**config.mk**
```make
export PLATFORM = sky130hd
export DESIGN_NAME = bcd_convert_sequencer
export DESIGN_NICKNAME = d
export VERILOG_FILES = /design/src/rtl/bcd_convert_sequencer.sv
export SDC_FILE = /design/constraint.sdc
export NUM_CORES = 1
export LEC_CHECK = 0
export ABC_CLOCK_PERIOD_IN_PS = 1800
export CORE_MARGIN = 1.5
export CORE_UTILIZATION = 54
export CTS_BUF_LIST = sky130_fd_sc_hd__clkbuf_4
export CTS_CLUSTER_SIZE = 14
export DETAILED_ROUTE_END_ITERATION = 8
export GPL_TIMING_DRIVEN = 0
export PLACE_DENSITY_LB_ADDON = 0.1
export SYNTH_ARGS = -nofsm -noshare
export SYNTH_HDL_FRONTEND = slang
export SYNTH_SLANG_ARGS = --single-unit
```
**constraint.sdc**
```tcl
create_clock -name clk -period 1.8 [get_ports clk]
set_input_delay 0.18 -clock clk [delete_from_list [all_inputs] [get_ports clk]]
set_output_delay 0.18 -clock clk [all_outputs]
set_load 0.01 [all_outputs]
```
**src/rtl/bcd_convert_sequencer.sv**
```systemverilog
// Sequential binary-to-BCD converter, one shift/add-3 step per clock.
// Define BCD_BLANK_EN to replace leading zero digits with the blank code 4'hF.
module bcd_convert_sequencer #(
    parameter int BIN_W  = 8,
    parameter int DIGITS = 2
) (
    input  logic                  clk,
    input  logic                  rst,
    input  logic                  in_valid,
    output logic                  in_ready,
    input  logic [BIN_W-1:0]      in_bin,
    output logic                  out_valid,
    input  logic                  out_ready,
    output logic [4*DIGITS-1:0]   out_bcd,
    output logic                  out_ovf,
    output logic                  busy
);
    localparam int CW = $clog2(BIN_W + 1);
    localparam int DW = 4 * DIGITS;
    localparam int SW = DW + BIN_W;

    function automatic logic [63:0] pow10(input int n);
        logic [63:0] p;
        p = 64'd1;
        for (int i = 0; i < n; i++) p = p * 64'd10;
        return p;
    endfunction

    localparam logic [63:0] LIMIT = pow10(DIGITS);

    typedef enum logic [1:0] {IDLE, CONV, DONE} state_t;

    state_t          state, state_nx;
    logic [CW-1:0]   cnt;
    logic [SW-1:0]   scratch, adj, scratch_nx;
    logic [DW-1:0]   digits_nx, load_bcd;
    logic            ovf_r;
    logic            last;
`ifdef BCD_BLANK_EN
    logic            lead;
`endif

    assign in_ready  = (state == IDLE);
    assign out_valid = (state == DONE);
    assign busy      = (state != IDLE);
    assign last      = (cnt == CW'(1));

    always_ff @(posedge clk) begin
        if (rst) state <= IDLE;
        else     state <= state_nx;
    end

    always_comb begin
        state_nx = state;
        unique case (state)
            IDLE:    if (in_valid)  state_nx = CONV;
            CONV:    if (last)      state_nx = DONE;
            DONE:    if (out_ready) state_nx = IDLE;
            default: state_nx = IDLE;
        endcase
    end

    // Add-3 on every digit >= 5, then shift the whole scratch left.
    always_comb begin
        adj = scratch;
        for (int d = 0; d < DIGITS; d++) begin
            if (scratch[BIN_W+4*d +: 4] >= 4'd5)
                adj[BIN_W+4*d +: 4] = scratch[BIN_W+4*d +: 4] + 4'd3;
        end
        scratch_nx = adj << 1;
    end

    assign digits_nx = scratch_nx[SW-1 -: DW];

    always_comb begin
        load_bcd = digits_nx;
`ifdef BCD_BLANK_EN
        lead = 1'b1;
        for (int d = DIGITS - 1; d > 0; d--) begin
            if (lead && digits_nx[4*d +: 4] == 4'd0)
                load_bcd[4*d +: 4] = 4'hF;
            else
                lead = 1'b0;
        end
`endif
        if (ovf_r) load_bcd = {DIGITS{4'hE}};
    end

    always_ff @(posedge clk) begin
        if (rst) begin
            cnt     <= '0;
            scratch <= '0;
            ovf_r   <= 1'b0;
            out_bcd <= '0;
            out_ovf <= 1'b0;
        end else if (state == IDLE && in_valid) begin
            scratch <= SW'(in_bin);
            cnt     <= CW'(BIN_W);
            ovf_r   <= (64'(in_bin) >= LIMIT);
        end else if (state == CONV) begin
            scratch <= scratch_nx;
            cnt     <= cnt - CW'(1);
            if (last) begin
                out_bcd <= load_bcd;
                out_ovf <= ovf_r;
            end
        end
    end

endmodule

```
### Word level (Yosys, flattened, before mapping)

Index checks and enable logic that the tools add are counted.

| storage, ports and cells | value |
|---|---|
| flip-flop bits (word level) | 32 |
| bits of input ports | 12 |
| word-level logic and storage cells | 39 |

| operators by class | value |
|---|---|
| add/subtract/negate cells | 3 |
| order comparisons | 3 |
| eq/ne operators | 6 |
| mux-type cells | 11 |
| bitwise logic cells | 1 |
| reductions and logical operators | 7 |

Operators by type and width:

| cell | number |
|---|---|
| $mux 8 | 3 |
| $mux 4 | 3 |
| $ge 4x3->1 const B | 2 |
| $ge 8x7->1 const B | 1 |
| $mux 2 | 3 |
| $pmux 2 s3 | 1 |
| $reduce_and 3->1 | 2 |
| $add 4x2->4 const B | 1 |
| $eq 4x1->1 const B | 1 |
| $ne 2x2->1 const B | 2 |
| $reduce_bool 2->1 | 2 |
| $sub 4x1->4 const B | 1 |
| $add 3x2->3 const B | 1 |
| $mux 3 | 1 |
| $eq 2x1->1 const B | 1 |
| $eq 2x2->1 const B | 1 |
| $logic_not 2->1 | 1 |
| $ne 2x1->1 const B | 1 |
| $reduce_or 2->1 | 1 |
| $logic_and 1x1->1 | 1 |
| $not 1->1 | 1 |

### Depth between registers and ports, before layout

Gate-level depths: netlist of run 1.

| logic depth | value |
|---|---|
| word-level depth | 4 |
| depth in mapped cells | 7 |
| mapped depth without buffers | 6 |

### Worst setup path before layout of run 1

OpenSTA, ideal clock, no wires.

| timing path | value |
|---|---|
| path kind | register -> register |
| from | reg scratch[9] |
| to | reg out_bcd[2] |
| setup time | 0.086 ns |
| arrival time | 1.427 ns |
| data required time | 1.714 ns |
| setup slack | 0.287 ns |
| cell stages (with the launch flop) | 7 |
| cell sequence | dfxtp_1 -> inv_1 -> ha_1 -> nand2b_1 -> a21oi_1 -> mux2_2 -> a211oi_1 |

| between the ends | value |
|---|---|
| longest elaborated chain between the ends | 3 |
| elaborated cells on any way between the ends | 4 |

RTL lines:

| item | line | RTL |
|---|---|---|
| start, declared | 35 | `logic [SW-1:0] scratch, adj, scratch_nx;` |
| start signal, assigned | 97 | `scratch <= SW'(in_bin);` |
| start signal, assigned | 101 | `scratch <= scratch_nx;` |
| $add 4x2->4 / $ge 4x3->1 (equally long branches) | 68, 67 |  |
| $mux 4 (*) | 67 | `if (scratch[BIN_W+4*d +: 4] >= 4'd5)` |
| $mux 8 (*) | 86 | `if (ovf_r) load_bcd = {DIGITS{4'hE}};` |
| end signal, assigned | 104 | `out_bcd <= load_bcd;` |
| end, declared | 14 | `output logic [4*DIGITS-1:0] out_bcd,` |

Mark *: on every way between the ends. The rest lies on a longest branch, timed or not.
A chain may end at the register's enable or synchronous reset.

### Worst setup path in the final report of run 1

| timing path | value |
|---|---|
| from | reg state[0] |
| to | out in_ready |

| between the ends | value |
|---|---|
| longest elaborated chain between the ends | 1 |

RTL lines:

| item | line | RTL |
|---|---|---|
| start, declared | 33 | `state_t state, state_nx;` |
| start signal, assigned | 50 | `else state <= state_nx;` |
| $logic_not 2->1 | 43 | `assign in_ready = (state == IDLE);` |
| end, declared | 10 | `output logic in_ready,` |

Every way passes these cells.

==> results of run 1 <==
[routing by layer]
| layer | vias to the layer above | GRT usage, % | routed length (um) | share of wire [%] |
|---|---|---|---|---|
| li1 | 623 | - | - | - |
| met4 | 0 | 11.38 | 58 | 1.8 |
| met5 | - | 0 | 0 | 0 |
| met1 | 609 | 26.71 | 1380 | 43 |
| met3 | 7 | 7.527 | 140 | 4.3 |
| met2 | 36 | 42.86 | 1660 | 51 |
[timing repair]
item | in CTS | in global routing
setup buffers | 0 | 0
gates resized for setup | 0 | 2
endpoints found under the setup margin | 0 | 5
hold buffers | 0 | 0
[final timing paths]
path	startpoint	to	slack, ns
max	state[0]$_SDFFE_PP0P_	in_ready	0.12
min	in_bin[0]	scratch[0]$_SDFFE_PP0P_	0.37
max reg2reg	scratch[9]$_SDFFE_PP0P_	out_bcd[2]$_SDFFE_PP0P_	0.13
min reg2reg	scratch[2]$_SDFFE_PP0P_	scratch[2]$_SDFFE_PP0P_	0.47
[layout by cell type, fill, tap and decap left out, drive strengths merged]
master	instances
a2111oi	1
a211oi	9
a21oi	17
a221oi	1
a22oi	7
a311oi	2
and2	1
and2b	2
buf	6
bufinv	1
clkbuf	8
clkdlybuf4s50	23
clkinv	1
dfxtp	32
ha	6
inv	8
mux2	2
nand2	20
nand2b	4
nand3	2
nand3b	1
nor2	17
nor3	1
nor3b	5
nor4	1
o21ai	1
o22ai	4
o311ai	1
o41ai	1
or2	1
or3	1
xnor2	3
xor2	1
[cell type report]
cell class | instances | area (um2) | area share (%)
clock inverter | 2 | 35.03 | 1.930
tap | 30 | 37.54 | 2.068
sequential | 32 | 640.6 | 35.29
timing repair buffer | 23 | 230.2 | 12.68
multi-input combinational | 112 | 740.7 | 40.80
inverter | 8 | 30.03 | 1.654
buffer | 8 | 56.30 | 3.101
clock buffer | 6 | 45.04 | 2.481
[state kept, by name, indices dropped and copies added (netlist names)]
name     cells
state        2
scratch     16
out_bcd      8
ovf_r        1
cnt          4
out_ovf      1
[critical path, stage by stage, from the launching register on]
cell             delay (ns)
dfxtp_1                0.38
nor2_1                 0.21
clkdlybuf4s50_1        0.57
[report_power, final]
part | switching, mW | internal [mW]
logic | 0.127 | 0.114
registers | 0.0313 | 0.745
clock network | 0.253 | 0.306
total | 0.411 | 1.17
[kinds of logic after synthesis]
family / after synthesis / synth area share (%)
simple gates: 56 / 19.71
compound gates: 44 / 21.42
flops: 32 / 43.87
buf+inv: 16 / 5.912
fa+ha+maj: 6 / 5.141
xor+xnor: 4 / 2.400
mux: 2 / 1.542
[metrics by stage]
step | cells | instance area (um2)
CTS | 221 | 1808
detailed placement | 213 | 1728
finish | 221 | 1815
global route | 221 | 1815
floorplan | 160 | 1460
global placement | 213 | 1728
==> impl_metrics.tcl, run 1 <==
set metrics [dict create \
    yosys-top-cells-count "dfxtp_1 (32), nand2_1 (20), a21oi_1 (17), nor2_1 (16), a211oi_1 (9)" \
    ctsHtreeMaxLevel 2 \
    netlist_area_um2 1460 \
    gp_congestion 0.7920 \
    drcViolationCount 0 \
    worstPathArrival_ns 1.50 \
    clock_path_buffers 2 \
    synth_top_area_share_pct 43.87 \
    vdd_ir_drop_max_uv 761.9 \
    fmax_ghz 0.5966 \
    cts-root-buf "clkbuf_4" \
    antenna_found_initial 0 \
    final_nets 208 \
    antenna_left 0 \
    avgViaCountPerCell 5.769 \
    final-max-slew-violation-count 0 \
    crit_type "register to output port" \
    postLayoutCoreUtil_pct 71.97 \
    avgSynthCellArea_um2 9.126 \
    finalHoldViolations 0 \
    synth_area_leaders "dfxtp_1 (44%), a21oi_1 (5.8%), ha_1 (5.1%), nand2_1 (5.1%), a211oi_1 (4.6%)" \
    die_w_um 55 \
    start_util_pct 57.89 \
    clk_pin_slew_ns 0.11 \
    hpwlAfterDp_mm 2.303 \
    grt_max_degree 11 \
    grtUsageTotal_pct 24.42 \
    drt-total-wl_mm 3.239 \
    drive_above_1_share_pct 13.61 \
    cp-start-kind "register" \
    synth_cell_type_count 33 \
    die_area_um2 3025 \
    rows 18 \
    diodes 0 \
    portBuffers 23 \
    numCtsBuffers 5 \
    vias 1275 \
    power.density_nw_per_um2 868.3 \
    synth_edf_count 0 \
    setup_viol 0 \
    area_growth_pct 24.34 \
    synthArstFlopShare_pct 0 \
    required_ns 1.62 \
    hold_depth 3 \
    dr.pass1.iters 4 \
    yosysWarnings 0 \
    leakagePower_nw 0.6381 \
    fin_setup_tns_ns 0 \
    core_um2 2522 \
    synth_seq_cells 32 \
    place_ws_ns 0.1083 \
    period_needed_ns 1.676 \
    crit_fanout 7 \
    power_mw 1.576 \
    setup_ws_ns 0.1238 \
    synth-seq-area-share_pct 43.87 \
    clock-sinks 32 \
    status "completed" \
    tightest_slew_ns 0.4846 \
    relSlewSlack_pct 66.86 \
    yosys.cell_count.top_type "dfxtp_1" \
    drt-wirelength-per-cell_um 14.66 \
    grt_pass1_vias 1208 \
    finClkSkew_ns 0.01509 \
    die_h_um 55 \
    timing.hold.ws_ns 0.3678 \
    grt_overflow_total 0 \
    holdCritPathClass "input pin to register" \
    clock_latency_ns 0.34 \
    yosysTopAreaCell "dfxtp_1" \
    grt_pass1_wl_mm 5.133 \
    cts_tree "done" \
    fillers 214 \
    synthCells 160 \
    period_share_pct 93.12 \
    cap_violations 0 \
    first_iter_violations 30 \
    syn-num-nets 178 \
    ys.flop_type "dfxtp_1" \
    end_kind "output port" \
    rsz0062_at_grt "false" \
    reg2reg_depth 6 \
    ioPinCount 24 \
]
Note: power is estimated with default switching activity, not from simulation.
==> inputs of run 2 (changes only) <==
Settings changed: SLEW_MARGIN set to 10.
==> results of run 2 <==
The final DEF is identical to that of run 1; final timing and power are the same.
==> inputs of run 3 (changes only) <==
--- a/config.mk
+++ b/config.mk
@@ -15,3 +15,2 @@
 export PLACE_DENSITY_LB_ADDON = 0.1
-export SLEW_MARGIN = 10
 export SYNTH_ARGS = -nofsm -noshare
--- a/constraint.sdc
+++ b/constraint.sdc
@@ -3,2 +3,2 @@
 set_output_delay 0.18 -clock clk [all_outputs]
-set_load 0.01 [all_outputs]
+set_load 0.1 [all_outputs]
==> run 3 against run 2 <==
Clock power down 29%; critical path depth down 1; non-clock buffer count unchanged; register-to-register slack about the same; via count down 2.4%; clock skew down 0.0066 ns; design area down 1.9%; die area unchanged; maximum frequency down 3.1%; hold slack better by 0.013 ns; count of clock-buffer cells in the layout down 1; core utilization down 1.3 points.
==> impl_metrics.tcl, run 3 (synthesis gave the netlist of run 1 again) <==
set metrics [dict create \
    numCtsBuffers 5 \
    finalHoldViolations 0 \
    reg_top3 "scratch (16), out_bcd (8), cnt (4)" \
    drcViolationCount 0 \
    hp-start "in_bin[0]" \
    clock_path_buffers 2 \
    post_cts.repair.setup_buffers 0 \
    clk_pin_slew_ns 0.10 \
    crit_start "out_bcd[0]$_SDFFE_PP0P_" \
    intPower_uw 998.0 \
    cpMaxStageDelayCell "dlygate4sd2_1" \
    globalRouteMet3Util_pct 5.914 \
    final-max-slew-violation-count 0 \
    seq_power_share_pct 52.8 \
    core_um2 2522 \
    top_usage_layer "met2" \
    swShare_pct 32.22 \
    portBuffers 23 \
    end_kind "output port" \
    p_clk_share_pct 26.9 \
    fillers 214 \
    tightest_slew_ns 0.9645 \
    clock-sinks 32 \
    clock_latency_ns 0.34 \
    grt_overflow_total 0 \
    start_util_pct 57.89 \
    crit_fanout 2 \
    largest_register_ff_count 16 \
    drt-wirelength-per-cell_um 13.94 \
    die_w_um 55 \
    drt-total-wl_mm 3.081 \
    crit_chain "dlygate4sd2_1" \
    cts_tree "done" \
    drive_above_1_share_pct 14.66 \
    relSlewSlack_pct 35.96 \
    fmax_ghz 0.5783 \
    cts-root-buf "clkbuf_4" \
    cp_num_buf_inv 1 \
    grt_pass1_wl_mm 4.733 \
    status "completed" \
    grt_max_degree 11 \
    grtUsageTotal_pct 22.31 \
    vdd_ir_drop_max_uv 740.3 \
    path_delay_family "buffers and inverters" \
    area_growth_pct 22.02 \
    comb_power_share_pct 20.3 \
    cap_violations 0 \
    cts_hold_buffers 0 \
    max_stage_delay_ns 0.86 \
    rows 18 \
    die_h_um 55 \
    ctsHtreeMaxLevel 2 \
    dp_cells 213 \
    cp-start-kind "register" \
    top_register "scratch" \
    antenna_left 0 \
    dr.pass1.iters 4 \
    antenna_found_initial 0 \
    gp_congestion 0.7525 \
    avgViaCountPerCell 5.633 \
    leakagePower_nw 0.6690 \
    die_area_um2 3025 \
    final_cells 221 \
    ioPinCount 24 \
    regArea_um2 640.6 \
    r2r-start "scratch[9]$_SDFFE_PP0P_" \
    met1_usage_pct 25.50 \
    diodes 0 \
    period_share_pct 96.06 \
    layout_commonest_cell "dfxtp_1" \
    multi_input_area_um2 743.2 \
    worstPathArrival_ns 1.55 \
    setup_viol 0 \
    final_cell_mix "dfxtp_1 (32), nand2_1 (20), a21oi_1 (17), nor2_1 (14), clkdlybuf4s50_1 (11)" \
    period_needed_ns 1.729 \
    grt_use_met2_pct 40.67 \
    switchingPower_uw 474.4 \
    power_mw 1.472 \
    holdCritPathClass "input pin to register" \
    required_ns 1.62 \
    finClkSkew_ns 0.008437 \
    power.density_nw_per_um2 826.4 \
    fin_setup_tns_ns 0 \
    grt_pass1_vias 1106 \
    rsz0062_at_grt "false" \
    crit_type "register to output port" \
    final_nets 208 \
    vias 1245 \
    first_iter_violations 10 \
    hpwlAfterDp_mm 2.283 \
]
[run 3: final timing paths]
path / slack (ns) / cells past startpoint / endpoint
max reg2reg: 0.13 / 6 / out_bcd[2]$_SDFFE_PP0P_
min reg2reg: 0.47 / 2 / scratch[4]$_SDFFE_PP0P_
max: 0.07 / 1 / out_bcd[0]
min: 0.38 / 3 / scratch[0]$_SDFFE_PP0P_
[run 3: power by group through the flow]
stage	clock, mW	sequential, mW	combinational [mW]
after floorplan	0	0.819	0.188
after global placement	0	0.790	0.292
after detailed placement	0	0.792	0.303
after CTS	0.404	0.777	0.300
after global routing	0.428	0.782	0.323
final	0.396	0.777	0.299
[run 3: final cells by class]
type / instances / share of cell area (%)
Buffer: 8 / 3.160
Clock inverter: 3 / 0.7725
Sequential cell: 32 / 35.96
Tap cell: 30 / 2.107
Multi-Input combinational cell: 112 / 41.71
Clock buffer: 5 / 2.107
Timing Repair Buffer: 23 / 12.50
Inverter: 8 / 1.685
[run 3: stage by stage]
| step | area (um2) | worst slack [ns] | hold WS (ns) | util (%) |
|---|---|---|---|---|
| detailed placement | 1735 | -0.1211 | 0.4502 | 68.80 |
| global route | 1782 | 0.003762 | 0.4244 | 70.63 |
| CTS | 1779 | 0.06186 | 0.3852 | 70.54 |
| finish | 1782 | 0.07090 | 0.3805 | 70.63 |
| floorplan | 1468 | 0.1455 | 0.2631 | - |
| global placement | 1735 | -0.1162 | 0.4452 | 68.80 |
[run 3: layer usage]
layer / vias up / part of all wire (%)
met4: 0 / 1.3
met2: 30 / 49
met1: 582 / 45
li1: 628 / -
met5: - / 0
met3: 5 / 4.6
[run 3: repair_timing]
action | in CTS | in global routing
gates resized for setup | 18 | 1
pin swaps | 0 | 0
endpoints found under the setup margin | 12 | 4
cloned | 0 | 0
hold endpoints to repair | 0 | 0
